<file path="src/rtl/vga_term_writer.sv">
// rtl/vga_term_writer.sv - byte stream to VGA character generator write initiator
// Terminal control (CR/LF/BS/FF) is resolved here against a shadow cursor.
module vga_term_writer #(
  parameter int         COLS      = 64,
  parameter int         ROWS      = 32,
  parameter logic [7:0] CLR_CHAR  = 8'h20,
  parameter bit         AUTO_MAIN = 1'b1
) (
  input  logic       clk_i,
  input  logic       rst_n_i,
  input  logic       rx_valid_i,
  input  logic [7:0] rx_data_i,
  output logic       rx_ready_o,
  output logic       wb_cyc_o,
  output logic       wb_we_o,
  output logic [2:0] wb_addr_o,
  output logic [7:0] wb_dato,
  output logic       busy_o,
  output logic [6:0] cur_x_o,
  output logic [4:0] cur_y_o
);

  typedef enum logic [4:0] {
    IDLE, INIT_SEL, INIT_X, INIT_Y,
    CHAR, WRAP_X, WRAP_Y, CR, LF,
    BS1, BS2, BS3,
    CLR_Y, CLR_X, CLR_FILL, CLR_HX, CLR_HY
  } state_t;

  state_t     state, state_nx, disp;
  logic [7:0] byte_q, byte_cur;
  logic       init_done, init_done_nx;
  logic [4:0] row_cnt, row_nx;
  logic [6:0] col_cnt, col_nx;
  logic [6:0] cur_x, x_nx;
  logic [4:0] cur_y, y_nx;
  logic       rdy_q, accept;
  logic       cyc_q, cyc_nx;
  logic [2:0] addr_q, addr_nx;
  logic [7:0] dat_q, dat_nx;

  assign accept   = rx_valid_i && rdy_q;
  // After init the latched byte is dispatched; otherwise the byte is decoded as it arrives.
  assign byte_cur = (state == INIT_Y) ? byte_q : rx_data_i;

  always_comb begin
    disp = IDLE;
    if (byte_cur >= 8'h20 && byte_cur <= 8'h7E) begin
      disp = CHAR;
    end else begin
      case (byte_cur)
        8'h0D:   disp = CR;
        8'h0A:   disp = LF;
        8'h08:   if (cur_x != 7'd0) disp = BS1;
        8'h0C:   disp = CLR_Y;
        default: disp = IDLE;
      endcase
    end
  end

  always_comb begin
    state_nx     = state;
    row_nx       = row_cnt;
    init_done_nx = init_done;
    case (state)
      IDLE: begin
        if (accept) begin
          if (!init_done) state_nx = AUTO_MAIN ? INIT_SEL : INIT_X;
          else            state_nx = disp;
        end
      end
      INIT_SEL: state_nx = INIT_X;
      INIT_X:   state_nx = INIT_Y;
      INIT_Y: begin
        state_nx     = disp;
        init_done_nx = 1'b1;
      end
      CHAR:     state_nx = (cur_x == 7'(COLS)) ? WRAP_X : IDLE;
      WRAP_X:   state_nx = WRAP_Y;
      BS1:      state_nx = BS2;
      BS2:      state_nx = BS3;
      CLR_Y:    state_nx = CLR_X;
      CLR_X:    state_nx = CLR_FILL;
      CLR_FILL: begin
        if (col_cnt == 7'(COLS)) begin
          if (row_cnt == 5'(ROWS - 1)) begin
            state_nx = CLR_HX;
          end else begin
            state_nx = CLR_Y;
            row_nx   = row_cnt + 5'd1;
          end
        end
      end
      CLR_HX:   state_nx = CLR_HY;
      default:  state_nx = IDLE;
    endcase
    if (state_nx == CLR_Y && state != CLR_FILL) row_nx = 5'd0;
  end

  // Each state entered performs exactly one bus write; the cursor moves with the write that implies it.
  always_comb begin
    cyc_nx  = 1'b1;
    addr_nx = 3'd0;
    dat_nx  = 8'h00;
    x_nx    = cur_x;
    y_nx    = cur_y;
    col_nx  = col_cnt;
    case (state_nx)
      INIT_SEL: addr_nx = 3'd6;
      INIT_X:   addr_nx = 3'd1;
      INIT_Y:   addr_nx = 3'd3;
      CHAR: begin
        dat_nx = byte_cur;
        x_nx   = cur_x + 7'd1;
      end
      WRAP_X, CR, CLR_HX: begin
        addr_nx = 3'd1;
        x_nx    = 7'd0;
      end
      WRAP_Y, LF: begin
        addr_nx = 3'd3;
        dat_nx  = {3'b000, cur_y + 5'd1};
        y_nx    = cur_y + 5'd1;
      end
      BS1: begin
        addr_nx = 3'd1;
        dat_nx  = {1'b0, cur_x - 7'd1};
      end
      BS2:      dat_nx = CLR_CHAR;
      BS3: begin
        addr_nx = 3'd1;
        dat_nx  = {1'b0, cur_x - 7'd1};
        x_nx    = cur_x - 7'd1;
      end
      CLR_Y: begin
        addr_nx = 3'd3;
        dat_nx  = {3'b000, row_nx};
      end
      CLR_X: begin
        addr_nx = 3'd1;
        col_nx  = 7'd0;
      end
      CLR_FILL: begin
        dat_nx = CLR_CHAR;
        col_nx = col_cnt + 7'd1;
      end
      CLR_HY: begin
        addr_nx = 3'd3;
        y_nx    = 5'd0;
      end
      default:  cyc_nx = 1'b0;
    endcase
  end

  always_ff @(posedge clk_i or negedge rst_n_i) begin
    if (!rst_n_i) begin
      state     <= IDLE;
      byte_q    <= 8'h00;
      init_done <= 1'b0;
      row_cnt   <= 5'd0;
      col_cnt   <= 7'd0;
      cur_x     <= 7'd0;
      cur_y     <= 5'd0;
      rdy_q     <= 1'b0;
      cyc_q     <= 1'b0;
      addr_q    <= 3'd0;
      dat_q     <= 8'h00;
    end else begin
      state     <= state_nx;
      if (accept) byte_q <= rx_data_i;
      init_done <= init_done_nx;
      row_cnt   <= row_nx;
      col_cnt   <= col_nx;
      cur_x     <= x_nx;
      cur_y     <= y_nx;
      rdy_q     <= (state_nx == IDLE) && !accept;
      cyc_q     <= cyc_nx;
      addr_q    <= addr_nx;
      dat_q     <= dat_nx;
    end
  end

  assign rx_ready_o = rdy_q;
  assign wb_cyc_o   = cyc_q;
  assign wb_we_o    = cyc_q;
  assign wb_addr_o  = addr_q;
  assign wb_dato    = dat_q;
  assign busy_o     = (state != IDLE);
  assign cur_x_o    = cur_x;
  assign cur_y_o    = cur_y;

endmodule

</file>
<file path="config.mk">
export PLATFORM = sky130hd
export DESIGN_NAME = vga_term_writer
export DESIGN_NICKNAME = d
export VERILOG_FILES = /design/src/rtl/vga_term_writer.sv
export SDC_FILE = /design/constraint.sdc
export NUM_CORES = 1
export LEC_CHECK = 0
export CORE_MARGIN = 4
export CORE_UTILIZATION = 55
export DETAILED_ROUTE_END_ITERATION = 10
export PLACE_DENSITY = 0.77
export SYNTH_ARGS = -nofsm -noshare
export SYNTH_HDL_FRONTEND = slang
export SYNTH_SLANG_ARGS = --single-unit
</file>
<file path="constraint.sdc">
create_clock -name clk_i -period 7 [get_ports clk_i]
set_input_delay 1.4 -clock clk_i [delete_from_list [all_inputs] [get_ports clk_i]]
set_output_delay 1.4 -clock clk_i [all_outputs]
set_load 0.01 [all_outputs]
</file>
==> results_dict.tcl <==
set metrics [dict create \
    status "finished, final reports clean" \
    core_sq_um 5540 \
    synth_ff_type "dfrtp_1" \
    cts_inserted_buffers 5 \
    synth_cell_types 64 \
    wl_met2_microns 3550 \
    ir_worst_vdd_v 0.0000734 \
    die_w_microns 83.7 \
    worstHoldStart "col_cnt[6]" \
    grt_max_degree 52 \
    timing.rr.start "cur_x_o[0]" \
    slew_violations 0 \
    period_needed_ns 4.34 \
    ant_nets 0 \
    chipHeight_microns 83.7 \
    synth.most_common_cell "dfrtp_1" \
    min_path_type "flip-flop to flip-flop" \
    leakage_nw 1.50 \
    crit_slowest_cell "a32oi_2" \
    cts_sinks 51 \
    grt_pass1_vias 2523 \
    layout-drive-gt1-share_pct 7.94 \
    cts_tree "done" \
    ios 38 \
    remaining_drc_errors 0 \
    die_area_sq_um 7010 \
    ff2ff_path_depth 10 \
    rsz0062_at_grt "no" \
    clock_latency_ns 0.31 \
    slew_headroom_pct 28.1 \
    wl_per_cell_microns 17.0 \
    fin_nets 394 \
    synth_simple_gate_area_share_pct 27.6 \
    routed-wl-met3_microns 456 \
    ctsResizeCount 0 \
    synthToLayoutAreaGrowth_pct 14.8 \
    dp_hpwl_microns 5620 \
    synth_common_cells "dfrtp_1, nor2_1, nand2_1, nand3_1, o21ai_0" \
    worstPathArrival_ns 4.54 \
    synth_compound_area_share_pct 17.3 \
    clockRootBuffer "clkbuf_8" \
    hold-path-endpoint "col_cnt[6]" \
    viasPerCell 6.31 \
    setup_tns_ns 0 \
    final-setup-viol-count 0 \
    antenna_found_initial 0 \
    fin_hold_ws_ns 0.495 \
    grt-ovfl-total 0 \
    start_util_pct 57.0 \
    ys_seq_area_share_pct 40.4 \
    hold_depth 1 \
    io_buffers 37 \
    grt_use_total_pct 21.8 \
    wirelength_microns 7660 \
    cp-end-kind "flip-flop" \
    drtIter0Drc 414 \
    clk_pin_slew_ns 0.10 \
    synth_nets 366 \
    avgSynthCellArea_sq_um 9.04 \
    start_kind "input port" \
    seqCellArea_sq_um 1280 \
    synthTopCellsByArea "dfrtp_1, nand3_1, o21ai_0, mux2_2, nor2_1" \
    synth_cells 349 \
    post_cts_buffers 0 \
    diodes 0 \
    worstPathCellList "clkdlybuf4s50_1 -> nor4_1 -> o211ai_1 -> a211o_1 -> nand4_1 -> nor2_4 -> a32oi_2 -> nor2_1 -> or3_1" \
    critical-path-max-stage-delay_ns 0.57 \
    fmax_mhz 230 \
    gp_congestion 0.952 \
    critPathKind "input port to flip-flop" \
    num_rows 27 \
    grt_first_pass_wirelength_microns 12700 \
    reg2reg_to "col_cnt[2]" \
    muxShareOfSynthArea_pct 5.15 \
    htreeDepth 2 \
    synthAdderAreaFrac_pct 2.38 \
    reg2reg_slack_ns 3.06 \
    ys_seq_elements 51 \
    ys_warn_count 0 \
    synth_top_area_share_pct 40.4 \
    p_per_area_nw_per_um2 137 \
    synth-edff-count 0 \
    required_ns 7.20 \
    syn_area_sq_um 3160 \
    clockBufferDepth 2 \
    timing.final.crit_share_pct 62.0 \
    synth_top_family_by_area "simple AND/OR/NAND/NOR gates" \
    multi_input_area_sq_um 1740 \
    hold_viol_final 0 \
    first_pass_iters 6 \
    synth_xor_area_share_pct 2.78 \
    cts_hold_buf 0 \
    synth_area_leader_cell "dfrtp_1" \
    path_max_fanout 15 \
    met1_length_microns 3520 \
    fin_skew_ns 0.00912 \
    drv_cap 0 \
    ys_async_sr_fraction_pct 100 \
    max_slew.worst_pin.slew_ns 1.07 \
    n_fill_cell 465 \
    top_layer_used "met4" \
    vias 2839 \
]
-- worst max path at each step --
stage          slack (ns)  cells past startpoint         end          from
2_1_floorplan        3.45                      9  wb_dato[0]  rx_data_i[4]
6_report             2.66                      9  wb_dato[0]  rx_data_i[5]
3_3_place_gp         2.45                      9  wb_dato[0]  rx_data_i[5]
5_1_grt              2.33                     10  col_cnt[2]  rx_data_i[5]
4_1_cts              2.70                      9  wb_dato[0]  rx_data_i[5]
3_5_place_dp         2.38                      9  wb_dato[0]  rx_data_i[5]
-- stage by stage --
step,setup slack (ns),std cells,power (mW),utilization (%),instance area (sq um)
2_1_floorplan,3.45,349,0.306,-,3160
3_3_place_gp,2.45,442,0.321,63.7,3530
3_5_place_dp,2.38,442,0.322,63.7,3530
4_1_cts,2.70,450,0.506,65.4,3620
5_1_grt,2.33,450,0.520,65.4,3620
6_report,2.66,450,0.498,65.4,3620
-- state kept, by name, indices dropped and copies added (netlist names) --
name	count
byte_q	8
col_cnt	7
cur_x_o	7
cur_y_o	5
init_done	1
row_cnt	5
rx_ready_o	1
state	5
wb_addr_o	3
wb_cyc_o	1
wb_dato	8
-- logic make-up after synthesis --
kind of cell             count (synthesis)
buffers and inverters                   29
flip-flops                              51
AO/OA/AOI/OAI                           81
AND/OR/NAND/NOR                        156
XOR/XNOR                                10
other                                    1
multiplexers                            15
adder cells (fa/ha/maj)                  6
-- cell usage in the layout, fill, tap and decap left out, drive strengths merged, types with 8 or more instances in the layout --
cell type	count
nor3	11
nand4	8
mux2	10
clkdlybuf4s50	36
nand2	24
a21oi	16
inv	15
nor2	31
nand3	24
and3	10
nand2b	8
o21ai	24
dfrtp	51
-- layer usage --
metal | global-route usage, % | vias up
li1 | - | 1352
met3 | 3.46 | 15
met5 | 0 | -
met1 | 32.4 | 1354
met2 | 33.0 | 118
met4 | 5.70 | 0
-- area by class of cell --
cell class	instances	area share (%)
tap	72	2.49
clock inverter	3	0.725
sequential	51	35.2
multi-input combinational	269	48.1
clock buffer	5	1.90
inverter	12	1.24
timing repair buffer	38	10.3
-- power by group --
group	leakage, nW	total, mW	switching, mW	internal (mW)
logic	0.813	0.0205	0.0122	0.00826
clock network	0.0495	0.183	0.108	0.0745
registers	0.633	0.295	0.0000555	0.295
-- worst max-delay path, delay by kind of cell --
family | cells | cell delay, ns
compound gates | 3 | 1.13
simple gates | 5 | 1.52
buf+inv | 1 | 0.49
Power figures use the tool's default switching activity.
